--- src/rtl/muldiv_sequencer.sv ---
`default_nettype none
// ============================================================================
//  Module      : muldiv_sequencer
//  Description : RV32M execute-stage unit. Single-cycle registered multiply,
//                32-iteration restoring divide, early-out special cases,
//                stall (BUSY) and one-cycle completion pulse (VALID).
//  Revision    : 1.0  initial release
// ============================================================================
module muldiv_sequencer #(
    parameter int XLEN = 32
) (
    input  logic            CLK,
    input  logic            RESETn,
    input  logic            START,
    input  logic [2:0]      FUNC3,
    input  logic [XLEN-1:0] OP_A,
    input  logic [XLEN-1:0] OP_B,
    input  logic            FLUSH,
    output logic            BUSY,
    output logic            VALID,
    output logic [XLEN-1:0] RESULT
);

    localparam int              CW     = $clog2(XLEN);
    localparam logic [XLEN-1:0] C_ONES = {XLEN{1'b1}};
    localparam logic [XLEN-1:0] C_MIN  = {1'b1, {(XLEN-1){1'b0}}};
    localparam logic [CW-1:0]   C_LAST = CW'(XLEN - 1);

    typedef enum logic [1:0] {
        S_IDLE = 2'd0,
        S_MUL  = 2'd1,
        S_DIV  = 2'd2,
        S_DONE = 2'd3
    } state_t;

    state_t          r_state;
    state_t          w_next;

    // r_op_a doubles as the dividend shift register: each divide iteration
    // shifts the dividend MSB out and the new quotient bit into the LSB, so
    // after the last iteration it holds the unsigned quotient.
    logic [XLEN-1:0] r_op_a;
    logic [XLEN-1:0] r_op_b;
    logic [XLEN-1:0] r_rem;
    logic [CW-1:0]   r_cnt;
    logic [1:0]      r_func3;
    logic            r_neg_q;
    logic            r_neg_r;
    logic [XLEN-1:0] r_result;

    // ---------------- start-time decode ----------------
    logic            w_accept;
    logic            w_signed_div;
    logic            w_div_zero;
    logic            w_ovf;
    logic            w_special;
    logic [XLEN-1:0] w_special_val;
    logic [XLEN-1:0] w_abs_a;
    logic [XLEN-1:0] w_abs_b;

    assign w_accept      = START && !FLUSH && RESETn;
    assign w_signed_div  = !FUNC3[0];
    assign w_div_zero    = (OP_B == '0);
    assign w_ovf         = w_signed_div && (OP_A == C_MIN) && (OP_B == C_ONES);
    assign w_special     = FUNC3[2] && (w_div_zero || w_ovf);
    // Divide-by-zero takes precedence; B=-1 can never also be zero anyway.
    assign w_special_val = w_div_zero ? (FUNC3[1] ? OP_A : C_ONES)
                                      : (FUNC3[1] ? '0   : C_MIN);
    assign w_abs_a       = (w_signed_div && OP_A[XLEN-1]) ? -OP_A : OP_A;
    assign w_abs_b       = (w_signed_div && OP_B[XLEN-1]) ? -OP_B : OP_B;

    // ---------------- multiply datapath ----------------
    logic              w_mul_a_sgn;
    logic              w_mul_b_sgn;
    logic [2*XLEN-1:0] w_mul_a;
    logic [2*XLEN-1:0] w_mul_b;
    logic [2*XLEN-1:0] w_prod;
    logic [XLEN-1:0]   w_mul_res;

    // MULH (01) signs both operands, MULHSU (10) signs only A, MULHU (11) none.
    assign w_mul_a_sgn = (r_func3 == 2'b01) || (r_func3 == 2'b10);
    assign w_mul_b_sgn = (r_func3 == 2'b01);
    assign w_mul_a     = {{XLEN{w_mul_a_sgn & r_op_a[XLEN-1]}}, r_op_a};
    assign w_mul_b     = {{XLEN{w_mul_b_sgn & r_op_b[XLEN-1]}}, r_op_b};
    assign w_prod      = w_mul_a * w_mul_b;
    assign w_mul_res   = (r_func3 == 2'b00) ? w_prod[XLEN-1:0]
                                            : w_prod[2*XLEN-1:XLEN];

    // ---------------- divide datapath ----------------
    logic [XLEN:0]   w_rem_sh;
    logic            w_ge;
    logic [XLEN-1:0] w_diff;
    logic [XLEN-1:0] w_rem_nx;
    logic [XLEN-1:0] w_dvd_nx;
    logic [XLEN-1:0] w_q_fin;
    logic [XLEN-1:0] w_r_fin;
    logic [XLEN-1:0] w_div_res;
    logic            w_last;

    // The shifted partial remainder keeps its carry-out bit so divisors with
    // the MSB set compare correctly; the difference itself always fits XLEN.
    assign w_rem_sh  = {r_rem, r_op_a[XLEN-1]};
    assign w_ge      = (w_rem_sh >= {1'b0, r_op_b});
    assign w_diff    = w_rem_sh[XLEN-1:0] - r_op_b;
    assign w_rem_nx  = w_ge ? w_diff : w_rem_sh[XLEN-1:0];
    assign w_dvd_nx  = {r_op_a[XLEN-2:0], w_ge};
    assign w_q_fin   = r_neg_q ? -w_dvd_nx : w_dvd_nx;
    assign w_r_fin   = r_neg_r ? -w_rem_nx : w_rem_nx;
    assign w_div_res = r_func3[1] ? w_r_fin : w_q_fin;
    assign w_last    = (r_cnt == C_LAST);

    // State register
    always_ff @(posedge CLK or negedge RESETn) begin
        if (!RESETn) begin
            r_state <= S_IDLE;
        end else begin
            r_state <= w_next;
        end
    end

    // Next-state decode, stall request and completion pulse
    always_comb begin
        w_next = r_state;
        BUSY   = 1'b0;
        VALID  = 1'b0;
        case (r_state)
            S_IDLE: begin
                if (w_accept) begin
                    BUSY = 1'b1;
                    if (!FUNC3[2]) begin
                        w_next = S_MUL;
                    end else if (w_special) begin
                        w_next = S_DONE;
                    end else begin
                        w_next = S_DIV;
                    end
                end
            end
            S_MUL: begin
                BUSY   = 1'b1;
                w_next = FLUSH ? S_IDLE : S_DONE;
            end
            S_DIV: begin
                BUSY = 1'b1;
                if (FLUSH) begin
                    w_next = S_IDLE;
                end else if (w_last) begin
                    w_next = S_DONE;
                end
            end
            S_DONE: begin
                VALID  = !FLUSH;
                w_next = S_IDLE;
            end
            default: begin
                w_next = S_IDLE;
            end
        endcase
    end

    // Operand capture, divide iteration and result register
    always_ff @(posedge CLK or negedge RESETn) begin
        if (!RESETn) begin
            r_op_a   <= '0;
            r_op_b   <= '0;
            r_rem    <= '0;
            r_cnt    <= '0;
            r_func3  <= '0;
            r_neg_q  <= 1'b0;
            r_neg_r  <= 1'b0;
            r_result <= '0;
        end else begin
            case (r_state)
                S_IDLE: begin
                    if (w_accept) begin
                        r_func3 <= FUNC3[1:0];
                        r_op_a  <= FUNC3[2] ? w_abs_a : OP_A;
                        r_op_b  <= FUNC3[2] ? w_abs_b : OP_B;
                        r_rem   <= '0;
                        r_cnt   <= '0;
                        r_neg_q <= FUNC3[2] && w_signed_div
                                   && (OP_A[XLEN-1] ^ OP_B[XLEN-1]);
                        r_neg_r <= FUNC3[2] && w_signed_div && OP_A[XLEN-1];
                        if (w_special) begin
                            r_result <= w_special_val;
                        end
                    end
                end
                S_MUL: begin
                    if (!FLUSH) begin
                        r_result <= w_mul_res;
                    end
                end
                S_DIV: begin
                    if (!FLUSH) begin
                        r_op_a <= w_dvd_nx;
                        r_rem  <= w_rem_nx;
                        r_cnt  <= r_cnt + 1'b1;
                        if (w_last) begin
                            r_result <= w_div_res;
                        end
                    end
                end
                default: begin
                end
            endcase
        end
    end

    assign RESULT = r_result;

endmodule
`default_nettype wire
--- config.mk ---
export PLATFORM = sky130hd
export DESIGN_NAME = muldiv_sequencer
export DESIGN_NICKNAME = d
export VERILOG_FILES = /design/src/rtl/muldiv_sequencer.sv
export SDC_FILE = /design/constraint.sdc
export NUM_CORES = 2
export LEC_CHECK = 0
export ABC_CLOCK_PERIOD_IN_PS = 11900
export CAP_MARGIN = 20
export CORE_UTILIZATION = 50
export DETAILED_ROUTE_END_ITERATION = 10
export PLACE_DENSITY = 0.66
export SYNTH_ARGS = -nofsm -noshare
export SYNTH_HDL_FRONTEND = slang
export SYNTH_SLANG_ARGS = --single-unit
--- constraint.sdc ---
create_clock -name CLK -period 11.9 [get_ports CLK]
set_input_delay 3.57 -clock CLK [delete_from_list [all_inputs] [get_ports CLK]]
set_output_delay 3.57 -clock CLK [all_outputs]
set_load 0.02 [all_outputs]
### Word level (Yosys, flattened, before mapping)

Index checks and enable logic that the tools add are counted.

* bitwise gates (word level): 3
* eq/ne operators: 14
* add/subtract/negate cells: 6
* reduce and logical (&&, ||, !) cells: 24
* multiplexer cells: 37
* order comparisons: 1
* $mul: 1

Operators by type and width (number)
* $mux W32: 21
* $neg A32 Y32: 4
* $pmux W32 S2: 2
* $pmux W32 S3: 1
* $eq A32 B32 Y1 const B: 2
* $mul A33 B33 Y64: 1
* $ge A33 B32 Y1: 1
* $logic_not A32 Y1: 1
* $sub A32 B32 Y32: 1
* $logic_and A1 B1 Y1: 10
* $mux W2: 5
* $mux W5: 2
* $ne A2 B2 Y1 const B: 5
* $pmux W5 S2: 1
* $pmux W2 S4: 1
* $eq A2 B2 Y1 const B: 3
* $reduce_and A6 Y1: 1
* $add A5 B1 Y5 const B: 1
* $eq A5 B5 Y1 const B: 1
* $eq A2 B1 Y1 const B: 2
* $logic_not A2 Y1: 2
* $reduce_and A2 Y1: 2
* $mux W1: 3
* $ne A3 B3 Y1 const B: 1
* 9 further kinds: 12

* output and inout bits: 34
* input bits: 71
* bits in registers: 139

### Logic depth before layout (Yosys ltp)

* word-level depth: 9
* gate-level depth with buffers: 38
* mapped depth without buffers: 33

### Least setup slack after synthesis

OpenSTA, ideal clock, no wires.

* path kind: reg2reg
* start point: reg r_func3[1]
* end point: reg r_result[28], in the netlist RESULT[28]
* library setup time: 64 ps
* data required time: 11836 ps
* path buffers: 4
* stages on the path, launching flop included: 38
* slack: 2888 ps
* data arrival time: 8947 ps
* cells stage by stage: dfrtp_1 -> clkbuf_1 -> inv_1 -> clkbuf_1 -> ha_1 -> and2_1 -> clkbuf_1 -> clkbuf_1 -> nand2_1 -> inv_1 -> fa_1 -> inv_1 -> fa_1 -> inv_1 -> fa_1 -> fa_1 -> inv_1 -> fa_1 -> [... 2 more ...] -> inv_1 -> fa_1 -> fa_1 -> inv_1 -> ha_1 -> a21o_1 -> a21oi_1 -> o21ai_0 -> a21oi_1 -> a21bo_2 -> nand2_1 -> nand2_1 -> a31o_2 -> a21oi_1 -> o21ai_0 -> or3_1 -> a21boi_0 -> a211o_1

* word-level cells in the longest chain between the ends: 7
* elaborated cells on any way between the ends: 13
* classes of those cells: mul: 1; eq/ne: 2; mux: 6; bitwise: 2; reduce/logical: 2

Ends and longest elaborated chain
* from (decl): line 46 `logic [1:0] r_func3;`
* from (signal assigned): line 176 `r_func3 <= FUNC3[1:0];`
* $eq A2 B1 Y1 or $eq A2 B2 Y1 (tied branches): line 81, 82
* $logic_or A1 B1 Y1: line 81 `assign w_mul_a_sgn = (r_func3 == 2'b01) || (r_func3 == 2'b10);`
* $and A1 B1 Y1: line 83 `assign w_mul_a = {{XLEN{w_mul_a_sgn & r_op_a[XLEN-1]}}, r_op_a};`
* $mul A33 B33 Y64: line 85 `assign w_prod = w_mul_a * w_mul_b;`
* $mux W32: line 86 `assign w_mul_res = (r_func3 == 2'b00) ? w_prod[XLEN-1:0]`
* $mux W32: line 190 `if (!FLUSH) begin`
* $pmux W32 S3 *: line 173 `case (r_state)`
* to (signal assigned): line 185 `r_result <= w_special_val;`
* to (signal assigned): line 191 `r_result <= w_mul_res;`
* to (signal assigned): line 200 `r_result <= w_div_res;`
* to (decl): line 49 `logic [XLEN-1:0] r_result;`

Mark *: on every way between the ends. The rest lies on a longest branch, timed or not. The select of a mux whose other input is x is not followed.
A chain may end at the register's enable or synchronous reset.

### Worst setup path in the final report

* start point: reg r_func3[1]
* end point: reg r_result[27], in the netlist RESULT[27]

Same word-level chain as after synthesis.

==> metrics <==
CP Data Required Time=12.22 ns; Post-CTS Setup Inserts=0; TritonCTS clock tree=done; # setup viols final=0; Total Nets Final=7210; wire per inst=23.1 um; total gr overflow=0; sequential fraction of the synthesis area=6.93%; Crit path max-delay family=adder cells; largest net degree at the start of global routing=73; # hold bufs at CTS=0; Total GRT Usage=33.1%; Worst EP arrival=10.87 ns; gpl congestion=0.994; Top Ports=105; Rows=115; crit path kind=register to register; clock latency at the later pin of the worst-skew pair=0.46 ns; H-tree depth=4; share of cells above drive strength 1=3.30%; syn avg cell area=8.55 um^2; syn_nets=7331; via count=40604; DRT Pass-1 Iters=6; port bufs=104; Max Fclk=94.8 MHz; register bit count reported by yosys=139; CP endpoint kind=register; DIE AREA=0.102 mm^2; TNS Setup=0 ns; Routed Antenna Nets=0; most frequent cells in the layout=inv_1 (1260), fa_1 (1126), nand2_1 (1018); core area=0.0990 mm^2; post-synth cell types=91; Crit Path Max Fanout=18; Initial Util=50.7%; first-pass GRT wire length=254000 um; via/cell ratio=5.76; Die Ht=319 um; Layout area overhead=5.48%; Hold Path Cell Cnt=2; CP Launch Point=r_func3[1]; post-CTS sizing=0; first-iteration detailed-routing DRC count=3738; Syn. warnings=0; Clock Path Buffers=2; RSZ-0062 raised after global routing=no; initial antenna violation count=11; TritonCTS Buffers=17; Post-synth EDFFs=0; chip width=319 um; Worst-path clk slew=0.07 ns; fin. max-slew vios=0; Mapped Area=0.0502 mm^2; HP Start=r_op_b[0]; slowest stage delay, CP=0.87 ns; Post-synth ARST share=100%; max_slew headroom=26.9%; fin crit period=10.55 ns; Mapped Cells=5874; Max Cap Viol=0; total wire length=163000 um; CTS Sinks=139; reg2reg start=r_func3[1]; Least-Margin Pin Slew=1.10 ns; Main synth FF type=dfrtp_1; vias in the first global route=41888; crit share post-route=88.6%; hold crit path type=register to register; r2r worst-path depth=32; slowest cell on the critical path=fa_1; DP HPWL=134000 um; clk_skew=0.0171 ns; Root Driver=clkbuf_16; final hold vios=0; status=complete, no violations; fin util=53.5%; Setup crit start kind=register; # DRC=0; fillers=9320; commonest non-fill, non-tap cell in the layout=inv_1; Worst Path Buf+Inv=8; Stages on worst setup path=32
[kinds of logic (layout without fill, tap and decap cells)]
kind of cell | after synthesis | count (layout) | synth area share, %
flip-flops | 139 | 139 | 6.93
other | 0 | 3 | 0
buffers and inverters | 1614 | 1505 | 12.2
AO/OA/AOI/OAI | 757 | 757 | 9.63
AND/OR/NAND/NOR | 1742 | 1742 | 15.7
adder cells (fa/ha/maj) | 1386 | 1386 | 51.4
multiplexers | 26 | 26 | 0.566
XOR/XNOR | 210 | 210 | 3.66
[metrics by stage]
step / cell area (um^2) / worst slack, ns / cells / hold WS, ns
after floorplan: 50200 / 2.89 / 5874 / 0.473
after global placement: 52300 / 1.88 / 7017 / 0.455
after detailed placement: 52300 / 1.56 / 7017 / 0.469
after CTS: 52900 / 1.51 / 7048 / 0.484
after global routing: 53000 / 0.774 / 7052 / 0.505
final: 53000 / 1.35 / 7055 / 0.483
[layer usage]
metal,vias to the layer above,global-route usage (%),share of wire [%]
li1,17523,-,-
met1,21052,46.2,41
met2,1753,52.4,47
met3,274,5.31,8.6
met4,2,11.3,3.6
met5,-,0,0.0080
[cells in the mapped netlist, drive strengths merged (43+ instances only)]
| cell type | n | area share (%) |
|---|---|---|
| nand3 | 43 | 0.43 |
| xor2 | 80 | 1.4 |
| inv | 1260 | 9.4 |
| buf | 66 | 0.58 |
| and2 | 241 | 3.0 |
| fa | 1126 | 45 |
| a21oi | 172 | 1.8 |
| nor3 | 45 | 0.46 |
| xnor2 | 130 | 2.3 |
| nor2 | 192 | 1.4 |
| clkbuf | 287 | 2.1 |
| nand2 | 1019 | 7.6 |
| o21ai | 250 | 2.5 |
| a21o | 48 | 0.72 |
| ha | 260 | 6.5 |
| dfrtp | 139 | 6.9 |
[final cells by class]
cell class                 count  area, um^2  share of cell area [%]
timing repair buffer         213        1940                    3.67
antenna                        3        7.51                  0.0142
multi-input combinational   4121       40600                    76.7
clock buffer                  22         454                   0.858
sequential                   139        3480                    6.57
inverter                    1261        4730                    8.94
tap                         1287        1610                    3.04
clock inverter                 9        90.1                   0.170
[worst min-delay path: stages (launching register included)]
cell	delay, ns
dfrtp_1	0.34
nand2_1	0.04
o21ai_0	0.06
[flip-flops by register name (all words and copies together), names as in the netlist]
register  count
r_rem        32
RESULT       32
r_op_a       32
r_func3       2
r_neg_r       1
r_neg_q       1
r_state       2
r_cnt         5
r_op_b       32
[path summary, 6_finish.rpt]
kind	end	slack, ns
min reg2reg	r_op_b[0]	0.48
max reg2reg	RESULT[27]	1.35
max in group asynchronous	r_op_a[26]	7.04
min in group asynchronous	r_op_b[29]	2.95
max	RESULT[27]	1.35
min	r_op_b[0]	0.48
Power is not shown: default switching activity piles up to over one toggle a cycle in this logic, so the estimate is an artifact.
